===== src/rtl/serial_subtractor_pkg.sv =====
// serial_subtractor_pkg: shared FSM state encoding for the bit-serial subtractor
package serial_subtractor_pkg;
    typedef enum logic [1:0] {IDLE = 2'd0, RUN = 2'd1, DONE = 2'd2} state_t;
endpackage


===== src/rtl/serial_fs_cell.sv =====
// serial_fs_cell: combinational full subtractor (a - b - bin)
module serial_fs_cell (
    input  logic i_a,
    input  logic i_b,
    input  logic i_bin,
    output logic o_d,
    output logic o_bout
);
    assign o_d    = i_a ^ i_b ^ i_bin;
    assign o_bout = (~i_a & i_b) | (~(i_a ^ i_b) & i_bin);
endmodule


===== src/rtl/serial_subtractor.sv =====
// serial_subtractor: LSB-first bit-serial A - B behind a start/ready/done handshake
module serial_subtractor
    import serial_subtractor_pkg::*;
#(
    parameter int WIDTH = 8
) (
    input  logic             clk_i,
    input  logic             rst_n_i,
    input  logic             start_i,
    input  logic [WIDTH-1:0] a_i,
    input  logic [WIDTH-1:0] b_i,
    output logic             ready_o,
    output logic             done_o,
    output logic [WIDTH-1:0] diff_o,
    output logic             borrow_o,
    output logic             ovf_o
);
    localparam int CW = $clog2(WIDTH);
    state_t           r_state;
    logic [WIDTH-1:0] r_a_sr;
    logic [WIDTH-1:0] r_b_sr;
    logic [WIDTH-1:0] r_diff_sr;
    logic [CW-1:0]    r_cnt;
    logic             r_borrow;
    logic             w_d;
    logic             w_bout;
    logic             w_last;
    logic             w_accept;
    serial_fs_cell u_cell (
        .i_a    (r_a_sr[0]),
        .i_b    (r_b_sr[0]),
        .i_bin  (r_borrow),
        .o_d    (w_d),
        .o_bout (w_bout)
    );
    assign ready_o  = r_state != RUN;
    assign w_accept = ready_o && start_i;
    assign w_last   = r_cnt == CW'(WIDTH - 1);
    // on the last bit the shift registers' LSBs hold the original operand MSBs
    always_ff @(posedge clk_i or negedge rst_n_i) begin
        if (!rst_n_i) begin
            r_state   <= IDLE;
            r_a_sr    <= '0;
            r_b_sr    <= '0;
            r_diff_sr <= '0;
            r_cnt     <= '0;
            r_borrow  <= 1'b0;
            diff_o    <= '0;
            borrow_o  <= 1'b0;
            ovf_o     <= 1'b0;
            done_o    <= 1'b0;
        end else begin
            done_o <= 1'b0;
            if (w_accept) begin
                r_state   <= RUN;
                r_a_sr    <= a_i;
                r_b_sr    <= b_i;
                r_diff_sr <= '0;
                r_cnt     <= '0;
                r_borrow  <= 1'b0;
            end else if (r_state == RUN) begin
                r_a_sr    <= r_a_sr >> 1;
                r_b_sr    <= r_b_sr >> 1;
                r_diff_sr <= {w_d, r_diff_sr[WIDTH-1:1]};
                r_borrow  <= w_bout;
                r_cnt     <= r_cnt + 1'b1;
                if (w_last) begin
                    r_state  <= DONE;
                    diff_o   <= {w_d, r_diff_sr[WIDTH-1:1]};
                    borrow_o <= w_bout;
                    ovf_o    <= (r_a_sr[0] ^ r_b_sr[0]) & (w_d ^ r_a_sr[0]);
                    done_o   <= 1'b1;
                end
            end else begin
                r_state <= IDLE;
            end
        end
    end
endmodule

===== config.mk =====
export PLATFORM = sky130hd
export DESIGN_NAME = serial_subtractor
export DESIGN_NICKNAME = d
export VERILOG_FILES = /design/src/rtl/serial_subtractor_pkg.sv /design/src/rtl/serial_fs_cell.sv /design/src/rtl/serial_subtractor.sv
export SDC_FILE = /design/constraint.sdc
export NUM_CORES = 1
export LEC_CHECK = 0
export ABC_AREA = 1
export CAP_MARGIN = 10
export CORE_MARGIN = 2
export CORE_UTILIZATION = 46
export DETAILED_ROUTE_END_ITERATION = 8
export PLACE_DENSITY = 0.79
export SYNTH_ARGS = -nofsm -noshare
export SYNTH_HDL_FRONTEND = slang
export SYNTH_SLANG_ARGS = --single-unit

===== constraint.sdc =====
create_clock -name clk_i -period 1.15 [get_ports clk_i]
set_input_delay 0.23 -clock clk_i [delete_from_list [all_inputs] [get_ports clk_i]]
set_output_delay 0.23 -clock clk_i [all_outputs]
set_load 0.05 [all_outputs]

---- Word level (Yosys, flattened, before mapping) ----
Cells that the tools add are included.
cells by class
  $add $sub $neg .......................... 1
  multipliers ............................. 0
  divide/modulo/power cells ............... 0
  magnitude comparators ................... 0
  equality and inequality tests ........... 4
  shift-type cells ........................ 0
  mux-type cells .......................... 16
  bitwise operators ....................... 10
  reductions and logical operators ........ 3
operators with widths
  cell                                                  count
  two-way mux 8 bit                                     6
  two-way mux 2 bit                                     3
  two-way mux 3 bit                                     2
  two-way mux 1 bit                                     5
  adder 3 x 1 -> 3 bit (second input constant)          1
  bitwise AND 1 bit                                     3
  equality test 3 bit (second input constant)           1
  != test 3 bit (second input constant)                 1
  NOT 1 bit                                             3
  AND reduction 3 bit                                   1
  XOR 1 bit                                             3
  equality test 2 x 1 -> 1 bit (second input constant)  1
  != test 2 x 1 -> 1 bit (second input constant)        1
  nonzero test 2 bit                                    1
  logical AND 1 bit                                     1
  OR 1 bit                                              1
word-level totals
  register bits ........................... 41
  latch bits .............................. 0
  memory bits (writable) .................. 0
  bits in read-only memories .............. 0
  input port bits ......................... 19
  output and inout bits ................... 12
  word-level logic and storage cells ...... 44
  memories ................................ 0

---- Logic depth before layout (Yosys ltp) ----
Gate-level depths: netlist (run 1).
  depth in word-level cells ............... 6
  gate-level depth with buffers ........... 6

---- Cells and area by module ----
From an unflattened synthesis (run 1), not the netlist that was laid out.
second synthesis, totals
  cell total of the unflattened synthesis .. 189
  area total of the unflattened synthesis .. 1731.7 µm²
modules (own cells, without submodules)
  module             instances  cells each  area an instance (µm²)  sequential area each (µm²)
  serial_subtractor  1          185         1700.4                  1001.0
  serial_fs_cell     1          4           31.3                    0.0

---- Least setup slack after synthesis (run 1) ----
OpenSTA, ideal clock, no wires.
  path type ............................... reg2reg
  from .................................... register r_b_sr[0]
  to ...................................... register ovf_o
  library setup time ...................... 0.118 ns
  data arrival time ....................... 1.121 ns
  required time ........................... 1.032 ns
  path slack .............................. -0.089 ns
  cell stages (with the launch flop) ...... 7
  period minus slack after synthesis ...... 1.239 ns
  path through ............................ dfrtp_1 > inv_1 > fa_1 > nor2_1 > nor2_1 > nand3_1 > nand2_1
between the ends
  word-level cells in the longest chain between the ends .. 4
ends and longest elaborated chain
  what                      line                     text
  start: declaration        serial_subtractor.sv:21  logic [WIDTH-1:0] r_b_sr;
  start signal: assignment  serial_subtractor.sv:57  r_b_sr <= b_i;
  start signal: assignment  serial_subtractor.sv:63  r_b_sr <= r_b_sr >> 1;
  XOR 1 bit (2 in a row)    serial_fs_cell.sv:9      assign o_d = i_a ^ i_b ^ i_bin;
  via u_cell.o_d            serial_fs_cell.sv:6      output logic o_d,
  XOR 1 bit                 serial_subtractor.sv:71  ovf_o <= (r_a_sr[0] ^ r_b_sr[0]) & (w_d ^ r_a_sr[0]);
  bitwise AND 1 bit         serial_subtractor.sv:71
  end signal: assignment    serial_subtractor.sv:71
  end: declaration          serial_subtractor.sv:16  output logic ovf_o
The timed path passes the listed nets, and every way through them passes these cells.
A chain may end at the register's enable or synchronous reset.

---- Worst setup path in the final report (run 1) ----
  from .................................... register r_a_sr[0]
  to ...................................... register ovf_o
between the ends
  word-level cells in the longest chain between the ends .. 4
ends and longest elaborated chain
  what                      line                     text
  start: declaration        serial_subtractor.sv:20  logic [WIDTH-1:0] r_a_sr;
  start signal: assignment  serial_subtractor.sv:56  r_a_sr <= a_i;
  start signal: assignment  serial_subtractor.sv:62  r_a_sr <= r_a_sr >> 1;
  XOR 1 bit (2 in a row)    serial_fs_cell.sv:9
  via u_cell.o_d            serial_fs_cell.sv:6
  XOR 1 bit                 serial_subtractor.sv:71
  bitwise AND 1 bit         serial_subtractor.sv:71
The timed path passes the listed nets, and every way through them passes these cells.

==> impl_metrics.ini, run 1 <==
[floorplan]
dieArea_um2 = 4260
core_um2 = 3630
rows = 22
die_h_um = 65.2
ios = 31
die_x_um = 65.2
initial_core_util = 0.475

[timing]
period_needed_ns = 1.33
finalHoldViolCount = 0
drv_slew = 0
finalSetupViolations = 14
whs_ns = 0.423
worstMarginPinSlew_ns = 0.245
final.setup.worst_slack_ns = -0.181
tns_ns = -0.959
rsz0062_at_grt = true
relSlewSlack = 0.836
post-route-period-util = 1.16
fin_skew_ns = 0.0129
max_clock_freq_mhz = 751

[clock_network]
cts_sinks = 40
clk_path_buf_depth = 2
clk_latency_ns = 0.30
tritoncts = done
clock-root-buffer = clkbuf_8
path_clk_slew_ns = 0.08
cts-buffers-inserted = 5
h-tree-depth = 2

[logic_synthesis]
avgSynthCellArea_um2 = 9.69
synth_seq_area_share = 0.580
yosys.area.top_type = dfrtp_1
yosysWarnings = 0
syn_area_um2 = 1730
syn_nets = 201
synth_cell_types = 19
ys_top_cells_by_area = dfrtp_1 (58%), nand3_1 (12%), nand2_1 (8.5%)
synth.top_cell.area_share = 0.580
syn_inst = 178
ys_ff_latch = 40

[routing]
via_per_inst = 5.56
drt-total-wl_mm = 4.86
drcViolationCount = 0
wl_per_cell_um = 16.9
vias = 1596
first_pass_iters = 4
drtAntennaViolNets = 0
drt-initial-drc-count = 184

[setup_path]
start_kind = flip-flop
endpoint_kind = flip-flop
worstSetupStartpoint = r_a_sr[0]$_DFFE_PN0P_
crit_fanout = 3
r2r_start = r_a_sr[0]$_DFFE_PN0P_
critical_path_class = reg2reg
crit_arrival_ns = 1.57
cp_data_required_time_ns = 1.39

[cells_and_area]
drive_above_1_share = 0.377
multi_input_area_um2 = 796
layout_common_cells = nand3_1 (38), dfrtp_1 (38), nand2_1 (30)
syn_to_final_growth_pct = 58.8
antenna_cells = 0
final.fill_count = 223
regArea_um2 = 1000
final_nets = 261

[global_route]
antenna_found_initial = 0
grtUsageTotal = 0.208
grt_first_pass_wirelength_mm = 6.66
grt_max_degree = 41
grt-ovfl-total = 0
grt_pass1_vias = 1502

[pwr]
power.density_nw_per_um2 = 2870
p_leak_nw = 1.27
p_total_mw = 7.87
vdd_drop_max_uv = 1550

[run_status]
status = finished, violations left
violations = setup timing

[placement]
port_buffers = 30
place.gp.congestion = 0.769
place_hpwl_mm = 2.54
place_ws_ns = -0.140

[job]
max_cap_viol_count = 0

[hold_path]
hp-class = in2async
## cell usage after synthesis
cell,instances
a21oi_1,1
buf_2,4
buf_4,1
buf_6,2
clkbuf_1,1
dfrtp_1,40
fa_1,1
ha_1,3
inv_1,14
inv_2,2
nand2_1,39
nand2_2,1
nand2_4,1
nand3_1,43
nor2_1,6
nor2_2,1
nor2_4,1
o21ai_2,9
o22ai_1,8
## worst max-delay path, cell delays in order, from the launching register on
cell	delay, ns
dfrtp_1	0.42
fa_1	0.57
nor2_1	0.06
nor2_1	0.10
nand3_1	0.08
nand2_1	0.06
## power breakdown
part / switching (mW) / internal, mW / total, mW
clock network: 0.479 / 0.644 / 1.12
registers: 0.478 / 1.95 / 2.43
logic: 2.30 / 2.01 / 4.32
## final timing paths
path | cells past startpoint | slack, ns | to
setup / recovery | 5 | -0.18 | ovf_o$_DFFE_PN0P_
hold / removal | 3 | 0.42 | diff_o[3]$_DFFE_PN0P_
setup reg to reg | 5 | -0.18 | ovf_o$_DFFE_PN0P_
hold reg to reg | 2 | 0.48 | r_a_sr[7]$_DFFE_PN0P_
max in group asynchronous | 3 | 0.51 | diff_o[2]$_DFFE_PN0P_
min in group clk_i | 3 | 0.47 | r_a_sr[7]$_DFFE_PN0P_
## layer usage
layer | share of wire | vias to the layer above | routed length (um) | GRT usage
met5 | 0 | - | 0 | 0
met4 | 0.030 | 0 | 148 | 0.115
met3 | 0.046 | 21 | 224 | 0.0599
met2 | 0.54 | 70 | 2630 | 0.349
met1 | 0.38 | 793 | 1860 | 0.239
li1 | - | 712 | - | -
## registers in the layout, summed over array words and instances, names as in the netlist
register	flops
diff_o	8
r_a_sr	8
r_b_sr	8
r_diff_sr	7
r_cnt	3
r_state	2
borrow_o	1
done_o	1
ovf_o	1
r_borrow	1
## cells by family after synthesis
logic type,Yosys count,synth area share
fa+ha+maj,4,0.0334
flops,40,0.580
simple gates,92,0.243
compound gates,18,0.0776
buf+inv,24,0.0660
## final cells by class
| type | instances | share of cell area |
|---|---|---|
| clock buffer | 6 | 0.0265 |
| clock inverter | 2 | 0.0128 |
| inverter | 16 | 0.0219 |
| multi-input combinational | 117 | 0.290 |
| sequential | 40 | 0.366 |
| tap | 48 | 0.0219 |
| timing repair buffer | 58 | 0.260 |
## metrics by stage
step | cells | area (um^2) | util
after detailed placement | 263 | 2320 | 0.640
after CTS | 276 | 2510 | 0.691
after global placement | 263 | 2320 | 0.640
after global routing | 287 | 2740 | 0.754
after floorplan | 178 | 1740 | -
final | 287 | 2740 | 0.754
## what timing repair did
item,CTS,global route
resized for setup,10,37
hold buffers,1,0
pin swaps,5,8
buffers inserted,4,9
hold endpoints to repair,40,0
endpoints found under the setup margin,13,24
cloned,2,2
Note: power is estimated with default switching activity, not from simulation.
==> inputs of run 2 (changes only) <==
- GPL_TIMING_DRIVEN: not set -> 0
==> run 2 against run 1 <==
Net effect:
- the run still ends with setup timing left
- flip-flop and latch count did not move
- combinational power decreased by 7.2%
- cell count fell by 1.0%
- die area is the same
- fmax down 6.1%
- non-clock buffer count increased by 1
- via count shrank 7.0%
- design area fell by 6.8%
- sequential share of layout area up 2.6 points
- wire length fell by 9.9%
- total power is 7.1% lower
- clock power down 9.8%
- highest routed layer unchanged
==> impl_metrics.ini, run 2 (same netlist as run 1, synthesis figures left out) <==
[cells_and_area]
final.fill_count = 249
reg_top3 = diff_o x8, r_a_sr x8, r_b_sr x8
final_nets = 259
antenna_cells = 0
multi_input_area_um2 = 766
regArea_um2 = 1000
layout_common_cells = nand3_1 (40), dfrtp_1 (40), nand2_1 (23)
fin_util = 0.703
final_area_um2 = 2550
syn_to_final_growth_pct = 48.1
drive_above_1_share = 0.411

[clock_network]
clock-root-buffer = clkbuf_8
path_clk_slew_ns = 0.08
clk_path_buf_depth = 2
h-tree-depth = 2
cts-buffers-inserted = 5
tritoncts = done
clk_latency_ns = 0.30
cts_hold_buf = 0
cts_sinks = 40

[timing]
whs_ns = 0.0407
drv_slew = 0
worstMarginPinSlew_ns = 0.869
rsz0062_at_grt = true
tns_ns = -6.22
final.setup.worst_slack_ns = -0.268
post-route-period-util = 1.23
period_needed_ns = 1.42
relSlewSlack = 0.421
max_clock_freq_mhz = 705
finalSetupViolations = 37
finalHoldViolCount = 0
fin_skew_ns = 0.00925

[global_route]
grt-ovfl-total = 0
grt_max_degree = 41
grtUsageTotal = 0.198
grt_first_pass_wirelength_mm = 6.35
grt_pass1_vias = 1422
antenna_found_initial = 0

[floorplan]
core_um2 = 3630
die_h_um = 65.2
ios = 31
initial_core_util = 0.475
die_x_um = 65.2
dieArea_um2 = 4260
rows = 22

[routing]
drcViolationCount = 0
wl_per_cell_um = 15.4
vias = 1485
drt-initial-drc-count = 153
drt-total-wl_mm = 4.38
drtAntennaViolNets = 0
first_pass_iters = 4
via_per_inst = 5.23

[setup_path]
crit_arrival_ns = 1.19
critical-path-slowest-cell = dfrtp_1
cp_data_required_time_ns = 0.92
cpMostUsedCell = buf_8
endpoint_kind = output port
max_stage_delay_ns = 0.40
cp_cell_sequence = inv_2, nand2_2, buf_6, buf_8, buf_8
start_kind = flip-flop
critical_path_class = reg2out
crit_fanout = 2

[placement]
port_buffers = 30
place_hpwl_mm = 2.24
place.gp.congestion = 0.773
place_area_um2 = 2100

[pwr]
p_leak_nw = 1.23
p_sw_frac = 0.424
vdd_drop_max_uv = 1160
power.density_nw_per_um2 = 2860
p_seq_frac = 0.312
p_int_mw = 4.21
p_total_mw = 7.31
switchingPower_mw = 3.10
power_frac_comb = 0.549
clkPwrFrac = 0.139

[run_status]
violations = setup timing
status = finished, violations left

[hold_path]
hp-class = in2async

[job]
max_cap_viol_count = 0
## run 2: changes by cell type in the layout (fill, tap and decap cells not counted), moves of 4 or more
| cell | delta |
|---|---|
| nand2_1 | -7 |
| buf_4 | +5 |
| o22ai_1 | -4 |
| nand2_2 | +10 |
| buf_12 | -15 |
| clkbuf_4 | +4 |
| nand2_4 | -4 |
## run 2: worst max-delay path, delay by kind of cell (launching register included)
| family | cells | cell delay, ns |
|---|---|---|
| buf+inv | 4 | 0.43 |
| flops | 1 | 0.40 |
| simple gates | 1 | 0.06 |
## run 2: power by group through the flow
stage                     Combinational, mW  Clock (mW)  Sequential (mW)
after global placement                 2.76           0             2.23
final                                  4.01        1.01             2.28
after floorplan                        1.52           0             2.76
after detailed placement               2.81           0             2.26
after CTS                              3.22        1.01             2.22
after global routing                   4.31        1.09             2.32
## run 2: cell type report
cell class                      count  share of cell area
Multi-Input combinational cell    114               0.300
Inverter                           16              0.0235
Sequential cell                    40               0.392
Tap cell                           48              0.0235
Clock buffer                        7              0.0377
Timing Repair Buffer               51               0.192
Buffer                              8              0.0318
## run 2: what timing repair did
action                                 CTS  global route
setup buffers                           12             8
setup endpoints to repair               37            44
pin swaps                                5            15
endpoints found under the hold margin    0             0
resized for setup                       82            52
gates cloned                             1             1
## run 2: path summary, 6_finish.rpt
path,start,endpoint,slack [ns],cells after the start
min reg2reg,r_b_sr[7]$_DFFE_PN0P_,r_b_sr[7]$_DFFE_PN0P_,0.48,2
max in group asynchronous,rst_n_i,r_a_sr[1]$_DFFE_PN0P_,0.56,1
max,r_state[1]$_DFFE_PN0P_,ready_o,-0.27,5
min,rst_n_i,r_diff_sr[6]$_DFFE_PN0P_,0.04,1
min in group clk_i,a_i[7],r_a_sr[7]$_DFFE_PN0P_,0.47,3
max reg2reg,r_state[1]$_DFFE_PN0P_,diff_o[2]$_DFFE_PN0P_,-0.25,7
## run 2: stage by stage
stage / instances / worst slack (ns)
2_1_floorplan: 178 / -0.0888
3_3_place_gp: 256 / -1.08
3_5_place_dp: 256 / -0.758
4_1_cts: 276 / -0.236
5_1_grt: 284 / -0.301
6_report: 284 / -0.268
## run 2: metal layers
layer	track usage	wire, um	vias to the layer above
met3	0.0531	238	12
met5	0	0	-
met2	0.311	2280	56
met4	0.0833	96	0
li1	-	-	706
met1	0.259	1770	711
